`src/rtl/rr_regfile_pkg.sv`:
```
// ---------------------------------------------------------------------------
// rr_regfile_pkg
// Shared constants and helpers for the round-robin write register file.
//   WIDTH_DEFAULT    : default data bits per word
//   CHANNELS_DEFAULT : default number of write channels
//   DEPTH_DEFAULT    : default number of register words
//   clog2()          : ceiling log2, used for address and pointer widths
// ---------------------------------------------------------------------------
package rr_regfile_pkg;

    localparam int WIDTH_DEFAULT    = 16;
    localparam int CHANNELS_DEFAULT = 4;
    localparam int DEPTH_DEFAULT    = 8;

    // Smallest r with 2**r >= value; usable in constant expressions.
    function automatic int clog2(input int value);
        int r;
        r = 0;
        while ((1 << r) < value) begin
            r = r + 1;
        end
        return r;
    endfunction

endpackage

```
`src/rtl/rr_arbiter.sv`:
```
// ---------------------------------------------------------------------------
// rr_arbiter
// Round-robin arbiter for the register file write channels.
//   clk      : rising-edge clock
//   reset_n  : synchronous active-low reset, clears the priority pointer
//   request  : per-channel request, bit i = channel i
//   grant    : one-hot combinational grant, all-zero with no request or
//              while reset_n is low
// The pointer names the highest-priority channel and moves to the channel
// after the winner on every edge that carries a grant.
// ---------------------------------------------------------------------------
module rr_arbiter
    import rr_regfile_pkg::*;
#(
    parameter int CHANNELS = CHANNELS_DEFAULT
) (
    input  logic                clk,
    input  logic                reset_n,
    input  logic [CHANNELS-1:0] request,
    output logic [CHANNELS-1:0] grant
);

    localparam int PW = clog2(CHANNELS);

    logic [PW-1:0] ptr_q;
    logic [PW-1:0] ptr_d;
    logic [PW-1:0] candidate;
    logic [PW-1:0] winner;
    logic          found;

    // Search ptr, ptr+1, ... modulo CHANNELS and grant the first requester.
    // Reset masks the grant so no write can sneak through a reset edge.
    always_comb begin
        grant     = '0;
        found     = 1'b0;
        winner    = '0;
        candidate = '0;
        for (int i = 0; i < CHANNELS; i++) begin
            candidate = PW'((int'(ptr_q) + i) % CHANNELS);
            if (!found && request[candidate]) begin
                grant[candidate] = 1'b1;
                winner           = candidate;
                found            = 1'b1;
            end
        end
        if (!reset_n) begin
            grant = '0;
            found = 1'b0;
        end
    end

    // Next pointer: the channel after the winner, wrapping explicitly
    // because CHANNELS need not be a power of two.
    always_comb begin
        ptr_d = ptr_q;
        if (found) begin
            if (int'(winner) == CHANNELS - 1) begin
                ptr_d = '0;
            end else begin
                ptr_d = winner + 1'b1;
            end
        end
    end

    // Pointer register.
    always_ff @(posedge clk) begin
        if (!reset_n) begin
            ptr_q <= '0;
        end else begin
            ptr_q <= ptr_d;
        end
    end

endmodule

```
`src/rtl/round_robin_write_register_file.sv`:
```
// ---------------------------------------------------------------------------
// round_robin_write_register_file
// Register file with CHANNELS write ports arbitrated round-robin (one write
// per cycle) and one registered read port.
//   clk           : rising-edge clock
//   reset_n       : synchronous active-low reset, clears words and read port
//   write_request : per-channel write request
//   write_data    : packed write data, channel i at [i*WIDTH +: WIDTH]
//   write_addr    : packed write addresses, channel i at [i*AW +: AW]
//   write_grant   : one-hot combinational grant
//   read_enable   : read request
//   read_addr     : read word address
//   read_data     : registered read result (pre-write value on collision)
//   read_valid    : high the cycle after an accepted read
// ---------------------------------------------------------------------------
module round_robin_write_register_file
    import rr_regfile_pkg::*;
#(
    parameter int WIDTH    = WIDTH_DEFAULT,
    parameter int CHANNELS = CHANNELS_DEFAULT,
    parameter int DEPTH    = DEPTH_DEFAULT
) (
    input  logic                                clk,
    input  logic                                reset_n,
    input  logic [CHANNELS-1:0]                 write_request,
    input  logic [CHANNELS*WIDTH-1:0]           write_data,
    input  logic [CHANNELS*clog2(DEPTH)-1:0]    write_addr,
    output logic [CHANNELS-1:0]                 write_grant,
    input  logic                                read_enable,
    input  logic [clog2(DEPTH)-1:0]             read_addr,
    output logic [WIDTH-1:0]                    read_data,
    output logic                                read_valid
);

    localparam int AW = clog2(DEPTH);

    logic [WIDTH-1:0] mem_q [DEPTH];
    logic [WIDTH-1:0] read_data_q;
    logic             read_valid_q;
    logic             wr_en;
    logic [AW-1:0]    wr_addr;
    logic [WIDTH-1:0] wr_data;

    rr_arbiter #(
        .CHANNELS (CHANNELS)
    ) u_arbiter (
        .clk     (clk),
        .reset_n (reset_n),
        .request (write_request),
        .grant   (write_grant)
    );

    // The grant is one-hot, so at most one channel's slice is selected.
    always_comb begin
        wr_en   = |write_grant;
        wr_addr = '0;
        wr_data = '0;
        for (int i = 0; i < CHANNELS; i++) begin
            if (write_grant[i]) begin
                wr_addr = write_addr[i*AW +: AW];
                wr_data = write_data[i*WIDTH +: WIDTH];
            end
        end
    end

    // Storage; reset wins over any write on the same edge.
    always_ff @(posedge clk) begin
        if (!reset_n) begin
            for (int i = 0; i < DEPTH; i++) begin
                mem_q[i] <= '0;
            end
        end else if (wr_en) begin
            mem_q[wr_addr] <= wr_data;
        end
    end

    // Read port samples the array before this edge's write lands, which
    // gives old-data semantics on a same-word read/write collision.
    always_ff @(posedge clk) begin
        if (!reset_n) begin
            read_data_q  <= '0;
            read_valid_q <= 1'b0;
        end else begin
            read_valid_q <= read_enable;
            if (read_enable) begin
                read_data_q <= mem_q[read_addr];
            end
        end
    end

    assign read_data  = read_data_q;
    assign read_valid = read_valid_q;

endmodule

```
`config.mk`:
```
export PLATFORM = sky130hd
export DESIGN_NAME = round_robin_write_register_file
export DESIGN_NICKNAME = d
export VERILOG_FILES = /design/src/rtl/rr_regfile_pkg.sv /design/src/rtl/rr_arbiter.sv /design/src/rtl/round_robin_write_register_file.sv
export SDC_FILE = /design/constraint.sdc
export NUM_CORES = 1
export LEC_CHECK = 0
export ABC_CLOCK_PERIOD_IN_PS = 4250
export BUFFER_PORTS_ARGS = -buffer_cell sky130_fd_sc_hd__buf_2
export CORE_AREA = 2 2 183 185
export CTS_BUF_LIST = sky130_fd_sc_hd__clkbuf_8 sky130_fd_sc_hd__clkbuf_16
export CTS_CLUSTER_SIZE = 8
export DETAILED_ROUTE_END_ITERATION = 8
export DIE_AREA = 0 0 185 187
export GPL_TIMING_DRIVEN = 0
export MAX_ROUTING_LAYER = met4
export PLACE_DENSITY_LB_ADDON = 0.12
export SLEW_MARGIN = 25
export SYNTH_ARGS = -nofsm -noshare
export SYNTH_HDL_FRONTEND = slang
export SYNTH_SLANG_ARGS = --single-unit
```
`constraint.sdc`:
```
create_clock -name clk -period 4.25 [get_ports clk]
set_input_delay 0.85 -clock clk [delete_from_list [all_inputs] [get_ports clk]]
set_output_delay 0.85 -clock clk [all_outputs]
set_load 0.05 [all_outputs]
```
## After elaboration in Yosys (flattened, before gate mapping)

Memory sizes are Yosys's and may differ from the RTL's. A register that Yosys moved wholly into a read port is not among the register bits.
Cells that the tools add are included.

- Output and inout port bits: 21
- Memory bits (writable): 128
- Input port bits: 86
- Word-level logic and storage cells: 78
- Memories: 1
- Register bits after elaboration: 3

Memory list:

| name | words | width | read ports | clocked after memory_dff | write ports | RTL line | text |
|---|---|---|---|---|---|---|---|
| mem_q | 8 | 16 | 1 | 1 | 8 | round_robin_write_register_file.sv:37 | `logic [WIDTH-1:0] mem_q [DEPTH];` |

- Multiplexer cells: 46
- Add/subtract/negate cells: 4
- Order comparisons: 8
- Reductions and logical operators: 13
- Bitwise logic cells: 3
- Equal/unequal tests: 1

Operator list:

| cell | number |
|---|---|
| $mux W16 | 5 |
| $mux W4 | 5 |
| $mux W1 | 18 |
| $reduce_or A16 Y1 | 1 |
| $mux W3 | 5 |
| $lt A2 B3 Y1 const B | 4 |
| $or A4 B4 Y4 | 3 |
| $mux W2 | 5 |
| $bmux W1 S2 | 4 |
| $demux W1 S2 | 4 |
| $ge A2 B1 Y1 const B | 4 |
| $logic_and A1 B1 Y1 | 7 |
| $add A2 B1 Y2 const B | 2 |
| $add A2 B2 Y2 const B | 2 |
| $logic_not A1 Y1 | 4 |
| $reduce_or A4 Y1 | 1 |
| $eq A2 B1 Y1 const B | 1 |

## Longest topological paths before layout

- Word-level depth: 19
- Gate-level depth with buffers: 17
- Depth with buffers taken out: 11

## Cells and area by module

From an unflattened synthesis, not the netlist that was laid out.

- Cells, all modules: 585
- Area, all modules: 7634.8 sq um

By module, submodules not included:

| module | area an instance (sq um) | instances | sequential area each (sq um) | cells each |
|---|---|---|---|---|
| round_robin_write_register_file | 7015.5 | 1 | 4184.0 | 509 |
| rr_arbiter | 619.3 | 1 | 40.0 | 76 |

## Least setup slack after synthesis

OpenSTA, ideal clock, no wires.

- Path type: flip-flop to flip-flop
- From: reg with a tool-made name
- To: mem mem_q[7][0] (netlist name) (enable)
- Setup slack: -0.617 ns
- Setup time: 0.372 ns
- Arrival: 4.496 ns
- Stages on the path, launching flop included: 15
- Path buffers: 4
- Clock period less this slack: 4.867 ns
- Data required time: 3.878 ns
- Path through: dfxtp_1 > buf_2 > inv_1 > ha_1 > buf_2 > or3b_1 > a2111oi_4 > o21ai_0 > a21oi_2 > a311oi_2 > a211o_1 > or3_1 > buf_2 > buf_2 > nand2_1

RTL lines:

| what | RTL line |
|---|---|
| to (decl) | round_robin_write_register_file.sv:37 |

==> flow_summary.json <==
{
  "timing.fmax_mhz": 243.5,
  "hold_violations": 0,
  "grt_pass1_wl_mm": 35.74,
  "switching_share": 0.3776,
  "final_common_cell": "nor2_1",
  "min_period_ps": 4107,
  "die_h_um": 187,
  "async_flop_share": 0,
  "ant_nets": 0,
  "drt_pass1_iterations": 5,
  "outcome": "complete, no violations",
  "p_leak_nw": 3.756,
  "grtUsageMet1": 0.1921,
  "path_clk_slew_ps": 60,
  "synth_area_leader_cell": "edfxtp_1",
  "numCtsBuffers": 17,
  "synth_fa_ha_area_frac": 0.01350,
  "cts_tree": "yes",
  "wirelength_mm": 23.86,
  "port_buffers": 103,
  "place_hpwl_mm": 16.84,
  "period_share": 0.9663,
  "num_vias": 5730,
  "clock_skew_ps": 7.577,
  "synth.area.top_cells": "edfxtp_1, mux4_2, nor2_1",
  "cts_max_path_buffers": 2,
  "worstMarginPinSlew_ps": 871.5,
  "num_antenna_cells": 0,
  "grt_util_met2": 0.2315,
  "maxCapViolCount": 0,
  "drc": 0,
  "yosysWarnings": 0,
  "p_int_mw": 4.229,
  "holdWs_ps": 483.9,
  "syn_area_sq_um": 7416,
  "p_per_area_nw_per_um2": 664.2,
  "areaGrowthSynthToFinish_pct": 37.96,
  "synth-simple-area-share": 0.1363,
  "design.portCount": 107,
  "setup_viol": 0,
  "grt_antenna_before_repair": 0,
  "total_power_mw": 6.795,
  "gp_congestion": 0.7465,
  "switching_power_mw": 2.566,
  "wl_per_cell_um": 19.21,
  "grt_pass1_vias": 5859,
  "setup.worst_path.class": "reg -> out",
  "p_comb_frac": 0.472,
  "nNetsFinal": 875,
  "cp.arrival_ps": 3260,
  "layout_common_cells": "nor2_1, edfxtp_1, buf_2",
  "hold_path.class": "reg -> reg",
  "p_seq_frac": 0.305,
  "core_sq_um": 32860,
  "synth_mux_area_frac": 0.1377,
  "yosysSeqAreaShare": 0.5696,
  "synth_cell_types": 57,
  "yosys_register_bits": 147,
  "htree_levels": 4,
  "slew_headroom": 0.4190,
  "rsz0062_at_grt": "no",
  "dieArea_sq_um": 34600,
  "groute.usage.overall": 0.1457,
  "yosys.area.top_type_share": 0.5183,
  "grt_max_degree": 17,
  "fp.dieW_um": 185,
  "yosys_most_used_dff": "edfxtp_1",
  "synth_compound_area_frac": 0.1095,
  "clock_sinks": 147,
  "p_clk_frac": 0.223,
  "rows": 67,
  "insertion_delay_ps": 420,
  "cp.required_ps": 3400,
  "ir_drop_mv": 0.2702,
  "synthXorXnorAreaFrac": 0.001181,
  "synth.avg_cell_area_sq_um": 12.28,
  "crit_fanout": 10,
  "viasPerCell": 4.614,
  "critPathLaunchType": "flip-flop",
  "drt_iter0_drc": 340,
  "syn_inst": 604,
  "busiest_layer": "met2",
  "slew_viol_final": 0,
  "use_met3": 0.02862,
  "root_buffer": "clkbuf_16",
  "globalRouteOverflowTotal": 0,
  "end_kind": "output port",
  "start_util": 0.2257,
  "setup_tns_ps": 0,
  "synth_edf_count": 128,
  "drive_gt1_frac": 0.3955,
  "synth_nets": 698,
  "synth_top_family_by_area": "multiplexers"
}
state kept, by name, indices dropped and copies added, names as in the netlist, named ones only:
register / cells
read_valid: 1
mem_q: 128
u_arbiter.ptr_q: 1
read_data: 16
cell usage after synthesis, drive strengths merged (6+ instances only):
cell,count
edfxtp,128
a221o,16
a211oi,17
inv,6
nand4,6
a21oi,6
a22oi,18
buf,20
mux4,34
clkbuf,28
nor2,188
mux2i,21
nand3,6
ha,8
o21ai,11
nand2,16
dfxtp,19
layout make-up:
type | count | area (sq um)
flip-flops and latches | 147 | 4232
repair buffers | 156 | 1105
fillers | 3395 | 22630
multi-input cells | 405 | 3324
plain buffers | 48 | 389.1
clock inverters | 15 | 165.2
clock buffers | 17 | 425.4
inverters | 6 | 30.03
well taps | 448 | 560.5
routing by layer:
metal  vias to the layer above  share of wire
met3                        25          0.047
met5                         -              0
met4                         0          0.012
met2                       175           0.48
met1                      2897           0.46
li1                       2633              -
power by group through the flow:
stage	clock [mW]	sequential, mW	combinational (mW)
5_1_grt	1.60	2.11	3.45
3_3_place_gp	0	2.09	2.33
2_1_floorplan	0	2.13	1.53
4_1_cts	1.54	2.09	2.92
3_5_place_dp	0	2.12	2.38
6_report	1.52	2.07	3.21
path summary, 6_finish.rpt:
kind                               startpoint              to  slack, ps  depth (start not counted)
worst min register to register  read_data[14]   read_data[14]        480                          2
worst max-delay path                flip-flop  write_grant[2]        140                         11
worst min-delay path            read_data[14]   read_data[14]        480                          2
worst max register to register      flip-flop    mem_q[1][13]        150                         20
stage by stage:
| stage | setup WS, ps | cell area [sq um] | util | instances |
|---|---|---|---|---|
| finish | 143.0 | 10230 | 0.3113 | 1242 |
| global placement | -1295 | 8556 | 0.2604 | 1155 |
| global route | 8.022 | 10230 | 0.3113 | 1242 |
| CTS | 15.17 | 9886 | 0.3008 | 1222 |
| detailed placement | -1367 | 8557 | 0.2604 | 1155 |
| floorplan | 3.718 | 7480 | - | 604 |
repair_timing:
action                                  in CTS  in global routing
endpoints found under the setup margin     260                229
cloned                                       2                  1
hold buffers                                 0                  0
setup buffers                               33                 17
hold endpoints to repair                     0                  0
pin swaps                                    9                 15
gates resized for setup                     85                 28
critical path: stages (launching register included):
cell	delay (ps)
dfxtp_4	350
buf_8	100
clkinvlp_4	100
ha_4	280
mux4_2	530
and2_4	190
o21a_1	230
o41ai_4	430
inv_2	110
buf_8	160
clkbuf_8	160
buf_4	190
kinds of logic after synthesis:
group | Yosys count
AO/OA/AOI/OAI | 96
buffers and inverters | 54
XOR/XNOR | 1
multiplexers | 59
AND/OR/NAND/NOR | 239
flip-flops | 147
adder cells (fa/ha/maj) | 8
Power figures use the tool's default switching activity.
